[src/rtl/cam_reset_seq_pkg.sv]
// Shared types and helpers for the MIPI camera reset sequencer.
// State encodings are fixed because state_dbg is read by VIO/ILA probes.
package cam_reset_seq_pkg;

  localparam int STATE_W = 3;

  typedef enum logic [STATE_W-1:0] {
    S_IDLE      = 3'd0,
    S_WAIT_LOCK = 3'd1,
    S_HOLD_RST  = 3'd2,
    S_SETTLE    = 3'd3,
    S_READY     = 3'd4,
    S_ERROR     = 3'd5
  } cam_state_e;

  typedef struct packed {
    logic rst_o;
    logic rst_t;
    logic ready;
    logic busy;
  } cam_out_t;

  function automatic int max3(input int a, input int b, input int c);
    int m;
    m = (a > b) ? a : b;
    m = (m > c) ? m : c;
    return m;
  endfunction

  // The line is released only in SETTLE/READY; every other state holds the sensor in reset.
  function automatic cam_out_t decode_outputs(input cam_state_e s, input logic release_hiz);
    cam_out_t o;
    o = '0;
    if (s == S_SETTLE || s == S_READY) begin
      o.rst_o = ~release_hiz;
      o.rst_t = release_hiz;
    end
    o.ready = (s == S_READY);
    o.busy  = (s == S_WAIT_LOCK) || (s == S_HOLD_RST) || (s == S_SETTLE);
    return o;
  endfunction

endpackage

[src/rtl/cam_reset_seq_if.sv]
// Control/status bundle between the camera reset sequencer and its surroundings.
interface cam_reset_seq_if;
  import cam_reset_seq_pkg::*;

  // clk_locked is asynchronous (synchronised inside the sequencer); start is a 1-cycle
  // pulse with no acknowledge, honoured only when seq_busy is low, otherwise dropped.
  logic               clk_locked;
  logic               start;
  logic               cam_rst_o;
  logic               cam_rst_t;
  logic               cam_ready;
  logic               seq_busy;
  logic               lock_err;
  logic [STATE_W-1:0] state_dbg;

  modport master (
    input  clk_locked,
    input  start,
    output cam_rst_o,
    output cam_rst_t,
    output cam_ready,
    output seq_busy,
    output lock_err,
    output state_dbg
  );

  modport slave (
    output clk_locked,
    output start,
    input  cam_rst_o,
    input  cam_rst_t,
    input  cam_ready,
    input  seq_busy,
    input  lock_err,
    input  state_dbg
  );

endinterface

[src/rtl/cam_reset_seq_sync_2ff.sv]
// Two-stage synchroniser for a single asynchronous level input (clk_locked, GPIOs).
module cam_reset_seq_sync_2ff (
  input  logic clk,
  input  logic rst,
  input  logic d,
  output logic q
);

  logic meta_q;
  logic sync_q;

  always_ff @(posedge clk) begin
    if (rst) begin
      meta_q <= 1'b0;
      sync_q <= 1'b0;
    end else begin
      meta_q <= d;
      sync_q <= meta_q;
    end
  end

  assign q = sync_q;

endmodule

[src/rtl/cam_reset_seq.sv]
// Power-up sequencer for the MIPI sensor's active-low reset line: hold low until the
// sensor clock is locked, release, then flag cam_ready after the settle time.
module cam_reset_seq
  import cam_reset_seq_pkg::*;
#(
  parameter int AUTO_START       = 1,
  parameter int RST_LOW_CYC      = 50000,
  parameter int SETTLE_CYC       = 1000000,
  parameter int LOCK_TIMEOUT_CYC = 5000000,
  parameter int RELEASE_HIZ      = 0
) (
  input logic             clk_50m,
  input logic             reset,
  cam_reset_seq_if.master bus
);

  localparam int CNT_MAX = max3(RST_LOW_CYC, SETTLE_CYC, LOCK_TIMEOUT_CYC);
  localparam int CNT_W   = $clog2(CNT_MAX) + 1;

  localparam logic [CNT_W-1:0] LOCK_LAST   = CNT_W'(LOCK_TIMEOUT_CYC - 1);
  localparam logic [CNT_W-1:0] HOLD_LAST   = CNT_W'(RST_LOW_CYC - 1);
  localparam logic [CNT_W-1:0] SETTLE_LAST = CNT_W'(SETTLE_CYC - 1);

  logic       locked_s;
  cam_state_e state_q, state_d;
  logic [CNT_W-1:0] cnt_q, cnt_d;
  logic       err_q, err_d;
  logic       start_ok;
  cam_out_t   out_q, out_d;

  cam_reset_seq_sync_2ff u_lock_sync (
    .clk (clk_50m),
    .rst (reset),
    .d   (bus.clk_locked),
    .q   (locked_s)
  );

  always_comb begin
    state_d  = state_q;
    start_ok = 1'b0;
    case (state_q)
      S_IDLE: begin
        if ((AUTO_START != 0) || bus.start) begin
          state_d  = S_WAIT_LOCK;
          start_ok = 1'b1;
        end
      end
      S_WAIT_LOCK: begin
        if (locked_s)                state_d = S_HOLD_RST;
        else if (cnt_q == LOCK_LAST) state_d = S_ERROR;
      end
      // Lock loss takes priority over count completion: the sensor clock is no longer trusted.
      S_HOLD_RST: begin
        if (!locked_s)               state_d = S_WAIT_LOCK;
        else if (cnt_q == HOLD_LAST) state_d = S_SETTLE;
      end
      S_SETTLE: begin
        if (!locked_s)                 state_d = S_WAIT_LOCK;
        else if (cnt_q == SETTLE_LAST) state_d = S_READY;
      end
      S_READY: begin
        if (!locked_s || bus.start) begin
          state_d  = S_WAIT_LOCK;
          start_ok = bus.start;
        end
      end
      S_ERROR: begin
        if (bus.start) begin
          state_d  = S_WAIT_LOCK;
          start_ok = 1'b1;
        end
      end
      default: state_d = S_IDLE;
    endcase
  end

  // One shared counter; clearing it on every state change keeps it from ever wrapping.
  always_comb begin
    cnt_d = '0;
    if (state_d == state_q &&
        (state_q == S_WAIT_LOCK || state_q == S_HOLD_RST || state_q == S_SETTLE)) begin
      cnt_d = cnt_q + CNT_W'(1);
    end
  end

  always_comb begin
    err_d = err_q;
    if (start_ok) err_d = 1'b0;
    if (state_d == S_ERROR && state_q != S_ERROR) err_d = 1'b1;
    out_d = decode_outputs(state_d, RELEASE_HIZ != 0);
  end

  always_ff @(posedge clk_50m) begin
    if (reset) begin
      state_q <= S_IDLE;
      cnt_q   <= '0;
      err_q   <= 1'b0;
      out_q   <= '0;
    end else begin
      state_q <= state_d;
      cnt_q   <= cnt_d;
      err_q   <= err_d;
      out_q   <= out_d;
    end
  end

  assign bus.cam_rst_o = out_q.rst_o;
  assign bus.cam_rst_t = out_q.rst_t;
  assign bus.cam_ready = out_q.ready;
  assign bus.seq_busy  = out_q.busy;
  assign bus.lock_err  = err_q;
  assign bus.state_dbg = state_q;

endmodule
[src/flat_wrapper.sv]
// flat-port wrapper written by rule: the top's interface ports become plain ports
module cam_reset_seq_flat import cam_reset_seq_pkg::*;
#(
  parameter int AUTO_START       = 1,
  parameter int RST_LOW_CYC      = 50000,
  parameter int SETTLE_CYC       = 1000000,
  parameter int LOCK_TIMEOUT_CYC = 5000000,
  parameter int RELEASE_HIZ      = 0
)
  (clk_50m, reset, bus_clk_locked, bus_start, bus_cam_rst_o, bus_cam_rst_t, bus_cam_ready, bus_seq_busy, bus_lock_err, bus_state_dbg);
  cam_reset_seq_if bus_i ();
  input logic clk_50m;
  input logic reset;
  input wire logic [$bits(bus_i.clk_locked)-1:0] bus_clk_locked;
  input wire logic [$bits(bus_i.start)-1:0] bus_start;
  output wire logic [$bits(bus_i.cam_rst_o)-1:0] bus_cam_rst_o;
  output wire logic [$bits(bus_i.cam_rst_t)-1:0] bus_cam_rst_t;
  output wire logic [$bits(bus_i.cam_ready)-1:0] bus_cam_ready;
  output wire logic [$bits(bus_i.seq_busy)-1:0] bus_seq_busy;
  output wire logic [$bits(bus_i.lock_err)-1:0] bus_lock_err;
  output wire logic [$bits(bus_i.state_dbg)-1:0] bus_state_dbg;
  assign bus_i.clk_locked = bus_clk_locked;
  assign bus_i.start = bus_start;
  assign bus_cam_rst_o = bus_i.cam_rst_o;
  assign bus_cam_rst_t = bus_i.cam_rst_t;
  assign bus_cam_ready = bus_i.cam_ready;
  assign bus_seq_busy = bus_i.seq_busy;
  assign bus_lock_err = bus_i.lock_err;
  assign bus_state_dbg = bus_i.state_dbg;
  cam_reset_seq #(.AUTO_START(AUTO_START), .RST_LOW_CYC(RST_LOW_CYC), .SETTLE_CYC(SETTLE_CYC), .LOCK_TIMEOUT_CYC(LOCK_TIMEOUT_CYC), .RELEASE_HIZ(RELEASE_HIZ)) u_core (.clk_50m(clk_50m), .reset(reset), .bus(bus_i));
endmodule
[config.mk]
export PLATFORM = sky130hd
export DESIGN_NAME = cam_reset_seq_flat
export DESIGN_NICKNAME = d
export VERILOG_FILES = /design/src/rtl/cam_reset_seq_pkg.sv /design/src/rtl/cam_reset_seq_if.sv /design/src/rtl/cam_reset_seq_sync_2ff.sv /design/src/rtl/cam_reset_seq.sv /design/src/flat_wrapper.sv
export SDC_FILE = /design/constraint.sdc
export NUM_CORES = 1
export LEC_CHECK = 0
export BUFFER_PORTS_ARGS = -buffer_cell sky130_fd_sc_hd__buf_4
export CAP_MARGIN = 20
export CORE_MARGIN = 4
export CORE_UTILIZATION = 25
export CTS_CLUSTER_SIZE = 20
export DETAILED_ROUTE_END_ITERATION = 12
export PLACE_DENSITY_LB_ADDON = 0.1
export REMOVE_ABC_BUFFERS = 1
export SLEW_MARGIN = 10
export SYNTH_ARGS = -nofsm -noshare
export SYNTH_HDL_FRONTEND = slang
export SYNTH_HIERARCHICAL = 1
export SYNTH_SLANG_ARGS = --single-unit
[constraint.sdc]
create_clock -name clk_50m -period 2.66 [get_ports clk_50m]
set_input_delay 0.532 -clock clk_50m [delete_from_list [all_inputs] [get_ports clk_50m]]
set_output_delay 0.532 -clock clk_50m [all_outputs]
set_load 0.1 [all_outputs]
Yosys cells after proc, flatten, opt, wreduce, memory -nomap -nowiden

Cells that the tools add are included.

Output and inout bits: 8
Bits of input ports: 4
Flip-flop bits (word level): 34
Word-level logic and storage cells: 53

Add/sub/neg operators: 1
Bitwise gates (word level): 1
Mux-type cells: 15
Eq/ne operators: 15
Reductions and logical operators: 12

Operators with widths:

| kind                                                                    | count |
|---|---|
| 24-bit by 1-bit adder with 24-bit output, second input constant         | 1 |
| 24-bit by 16-bit equality test with 1-bit output, second input constant | 1 |
| 24-bit by 20-bit equality test with 1-bit output, second input constant | 1 |
| 24-bit by 23-bit equality test with 1-bit output, second input constant | 1 |
| 3-bit 2-to-1 mux                                                        | 8 |
| 3-bit one-hot mux with 6 select lines                                   | 1 |
| 3-bit by 2-bit equality test with 1-bit output, second input constant   | 4 |
| 3-bit equality test, second input constant                              | 4 |
| 3-bit by 1-bit equality test with 1-bit output, second input constant   | 2 |
| 1-bit logical OR                                                        | 6 |
| 1-bit 2-to-1 mux                                                        | 4 |
| 3-bit equality test                                                     | 1 |
| 3-bit logical NOT                                                       | 1 |
| 3-bit != test, second input constant                                    | 1 |
| 1-bit one-hot mux with 3 select lines                                   | 1 |
| 1-bit logical AND                                                       | 2 |
| 2-bit 2-to-1 mux                                                        | 1 |
| 2-bit nonzero test                                                      | 1 |
| 2-bit OR reduction                                                      | 1 |
| 1-bit logical NOT                                                       | 1 |
| 1-bit inverter                                                          | 1 |

Logic depth before layout (Yosys ltp)

Depth in word-level cells: 8
Gate-level depth with buffers: 8
Depth with buffers taken out: 7

Cells and area by module

The synthesis kept the hierarchy.

By module, submodules not included:

| module                 | cells each | instances | seq. area each (um^2) | area each (um^2) |
|---|---|---|---|---|
| cam_reset_seq          | 178        | 1         | 620.6                 | 1519.0 |
| cam_reset_seq_sync_2ff | 4          | 1         | 40.0                  | 52.6 |

Worst setup path before layout

Ideal clock, no wire load.

Kind: reg2reg
From: register u_core.state_q[1], in the netlist u_core/bus.state_dbg[1]
To: register u_core.cnt_q[19]
Required time: 2.545 ns
Cell stages (with the launch flop): 8
Data arrival time: 2.345 ns
Path buffers: 1
Path slack: 0.200 ns
Library setup time: 0.115 ns
Clock period less this slack: 2.460 ns
Path through: dfxtp_1 > nor4b_2 > nand3_1 > or4_1 > a21oi_1 > a311o_1 > buf_4 > nor2_1

Longest elaborated chain between the ends: 7
Elaborated cells between the ends (all ways): 21
Those cells by class: 6 x eq/ne; 9 x mux; 1 x bitwise; 5 x reduce/logical

RTL lines:

| item                                       | line                                                          | RTL |
|---|---|---|
| start: declaration                         | cam_reset_seq.sv:25                                           | `cam_state_e state_q, state_d;` |
| start signal: assignment                   | cam_reset_seq.sv:100                                          | `state_q <= state_d;` |
| 3-bit 2-to-1 mux, on equally long branches | cam_reset_seq.sv:59, cam_reset_seq.sv:50, cam_reset_seq.sv:55 |  |
| 3-bit 2-to-1 mux, on equally long branches | cam_reset_seq.sv:58, cam_reset_seq.sv:49, cam_reset_seq.sv:54 |  |
| 3-bit one-hot mux with 6 select lines      | cam_reset_seq.sv:41                                           | `case (state_q)` |
| 3-bit equality test                        | cam_reset_seq.sv:80                                           | `if (state_d == state_q &&` |
| 1-bit logical AND (*)                      | cam_reset_seq.sv:80                                           |  |
| 1-bit inverter (no source line) (*)        | -                                                             |  |
| 2-bit OR reduction (no source line) (*)    | -                                                             |  |
| end signal: assignment                     | cam_reset_seq.sv:101                                          | `cnt_q <= cnt_d;` |
| end: declaration                           | cam_reset_seq.sv:26                                           | `logic [CNT_W-1:0] cnt_q, cnt_d;` |

Mark *: on every way between the ends. The rest lies on a longest branch, timed or not.
A chain may end at the register's enable or synchronous reset.

Worst setup path after layout

From: register u_core.state_q[1], in the netlist u_core/bus.state_dbg[1]
To: register u_core.cnt_q[3]

The elaborated chain is that of the path after synthesis.

==> results by group <==
Detailed routing
  – First-pass DRT Iterations: 4
  – DRT Wirelength: 3610 µm
  – Via-to-Cell Ratio: 4.72
  – DR vias: 1271
  – Drt wl/cell: 13.4 µm
  – DRT antenna net count: 0
  – # DRC: 0
  – Initial drt markers: 50

Power and ir drop
  – Worst vdd rail ir drop: 0.166 mV
  – Leak pwr: 0.000654 µW
  – Switch Pwr: 241 µW
  – Reg power frac: 44.8%
  – Power per cell area: 612 mW/mm²
  – Sw Share: 21.4%
  – Comb pwr share: 5.1%
  – Clock network fraction of total power: 50.1%
  – Cell Int Power: 887 µW
  – Total power: 1130 µW

Floorplanning
  – Core area: 0.00603 mm²
  – Chip Height: 87.3 µm
  – Starting Density: 26.1%
  – Die area: 0.00762 mm²
  – I/O Pins: 12
  – Die W: 87.3 µm
  – Cell Rows: 28

Timing
  – Final period util: 84.6%
  – Setup TNS: 0 ns
  – Max Clk Rate: 445 MHz
  – Clock skew: 0.00550 ns
  – Final slew viol count: 0
  – Minimum clock period: 2.25 ns
  – Final setup fails: 0
  – RSZ-0062 raised after global routing: false
  – Hold Violations, Final: 0

Global routing
  – Initial antenna violation count: 0
  – First-pass GRT wire length: 6160 µm
  – Via count of the first global-routing pass: 1222
  – Overall routing resource usage: 10.5%
  – Largest net degree at the start of global routing: 14
  – Global route overflow: 0

Synth
  – Largest family of logic cells by synthesized area: simple AND/OR/NAND/NOR gates
  – Post-synthesis simple-gate area fraction: 35.8%
  – Synth area leaders: dfxtp_1 (42%), nor2_1 (8.6%), xor2_1 (7.2%)
  – Cell taking the most area after synthesis: dfxtp_1
  – Mapped Cells: 182
  – Post-Syn Area per Cell: 8.63 µm²
  – Post-Syn Area: 0.00157 mm²
  – Post-synthesis sequential area ratio: 42.0%
  – Synth Area in Compound Gates: 6.13%
  – Post-synthesis xor/xnor area fraction: 12.3%
  – Top cell type's share of synthesized area: 42.0%
  – Library cells used by synthesis: 38
  – Adder-cell share of the synthesized area: 0.796%
  – Yosys warns: 6
  – Multiplexer area fraction after synthesis: 0%
  – Synth Register Bits: 33

Place
  – IO buf count: 10
  – Final GP Congestion: 0.748
  – Cell Area, Placed: 0.00171 mm²
  – Cells after DPL: 261
  – Post-DP HPWL: 2600 µm

Cells and area
  – Non-Filler Instances: 269
  – Nets: 198
  – P&R area growth vs syn: 17.3%
  – ANT cells: 0
  – Share of cells above drive strength 1: 14.9%
  – Fillers: 653
  – Fin area: 0.00184 mm²

Flow run
  – Max Cap Viol: 0

Critical path
  – Crit path DAT: 2.41 ns
  – Critical Path RT: 2.82 ns
  – Critical path launch point type: flop
  – CP max FO: 13
  – WS Path Type: flop to flop
  – Crit. End Element: flop

CTS
  – CTS buffer count: 5
  – Clk slew on worst S/H paths: 0.07 ns
  – Clock latency at the later pin of the worst-skew pair: 0.29 ns
  – CTS sink count: 33
  – H-tree depth: 2
  – Number of hold buffers added after cts: 0
  – Root Driver: clkbuf_8
  – Setup bufs post-CTS: 0
  – TritonCTS clock tree: yes
  – CTS-repair resized insts: 0
  – Clk buf depth: 2

Run status
  – Status: complete, no violations

Worst hold path
  – Tightest Hold Check Type: flop to flop
-- through the flow --
stage | worst slack, ns | utilization [%] | hold slack (ns)
after floorplan | -0.0217 | - | 0.414
after global placement | 0.511 | 28.4 | 0.432
after detailed placement | 0.401 | 28.4 | 0.446
after CTS | 0.387 | 30.6 | 0.459
after global routing | 0.214 | 30.6 | 0.460
final | 0.411 | 30.6 | 0.454
-- cell usage after synthesis --
cell and number:
nor3b_1 3, a31o_2 1, or2_1 1, dfxtp_1 33, inv_1 1, o211ai_1 1
a21oi_2 1, and3_1 5, o211a_2 1, nor2_1 36, and3b_1 1, buf_4 2
and4_2 2, and4_1 2, conb_1 1, a311o_1 1, nor3_2 1, nand4_1 7
o21ai_0 4, and2_1 2, nor4_4 1, and4bb_1 2, buf_1 1, nor2b_1 5
nor4b_2 1, nand3_1 13, or4_1 1, ha_1 1, nor4b_1 1, nor3_1 3
nand2_1 12, a31oi_1 1, xnor2_1 9, xor2_1 13, or2_2 2, nand4b_1 1
a21oi_1 5, buf_2 4
-- final timing paths --
check / from / depth (start not counted) / slack (ns) / endpoint
max: u_core/bus.state_dbg[1]$_SDFF_PP0_ / 6 / 0.41 / u_core/cnt_q[3]$_SDFF_PP0_
min: u_core/u_lock_sync/meta_q$_SDFF_PP0_ / 1 / 0.45 / u_core/u_lock_sync/q$_SDFF_PP0_
max reg2reg: u_core/bus.state_dbg[1]$_SDFF_PP0_ / 6 / 0.41 / u_core/cnt_q[3]$_SDFF_PP0_
min reg2reg: u_core/u_lock_sync/meta_q$_SDFF_PP0_ / 1 / 0.45 / u_core/u_lock_sync/q$_SDFF_PP0_
-- cells by family (layout without fill, tap and decap cells) --
kind of cell,Yosys count,after routing
AO/OA/AOI/OAI,15,15
XOR/XNOR,22,22
adder cells (fa/ha/maj),1,1
buffers and inverters,8,20
flip-flops,33,33
other,1,1
AND/OR/NAND/NOR,102,102
-- layout make-up --
cell class / count / area (µm²) / area share [%]
clock buffer: 5 / 68.8 / 3.73
clock inverter: 3 / 65.1 / 3.53
inverter: 1 / 3.75 / 0.204
multi-input combinational: 141 / 868 / 47.1
sequential: 33 / 661 / 35.8
tap: 75 / 93.8 / 5.09
timing repair buffer: 11 / 82.6 / 4.48
-- worst max-delay path, stage by stage (launching register included) --
cell and delay, ns:
dfxtp_1 0.54, nor4b_2 0.27, nand3_1 0.10, or4_1 0.54
a21oi_1 0.17, a311o_1 0.40, nor2_1 0.10
-- sequential cells by signal (all words and copies together), names as in the netlist --
name and count:
u_core/bus.cam_ready 1, u_core/bus.cam_rst_o 1, u_core/bus.lock_err 1, u_core/bus.seq_busy 1, u_core/bus.state_dbg 3, u_core/cnt_q 24
u_core/u_lock_sync/meta_q 1, u_core/u_lock_sync/q 1
-- per-layer routing --
metal / vias to the layer above / global-route usage, % / wire length (µm)
met2: 19 / 16.9 / 1650
met1: 602 / 12.8 / 1710
met3: 6 / 3.50 / 185
met5: - / 0 / 0
met4: 0 / 4.18 / 56
li1: 644 / - / -
-- power groups by stage --
| stage | Clock, µW | Sequential, µW | Combinational, µW |
|---|---|---|---|
| 3_3_place_gp | 0 | 516 | 57.8 |
| 2_1_floorplan | 0 | 532 | 23.7 |
| 5_1_grt | 601 | 505 | 61.7 |
| 4_1_cts | 580 | 505 | 58.3 |
| 3_5_place_dp | 0 | 516 | 58.1 |
| 6_report | 565 | 505 | 57.4 |
-- cells in the final DEF, fill, tap and decap left out, drive strengths merged, types with 4 or more instances in the layout --
master,netlist,final
nor2,36,36
dfxtp,33,33
nand3,13,13
xor2,13,13
nand2,12,12
buf,7,11
xnor2,9,9
nand4,7,7
a21oi,6,6
clkbuf,0,5
nor2b,5,5
and3,5,5
o21ai,4,4
nor3,4,4
and4,4,4
(Power assumes the default switching activity.)
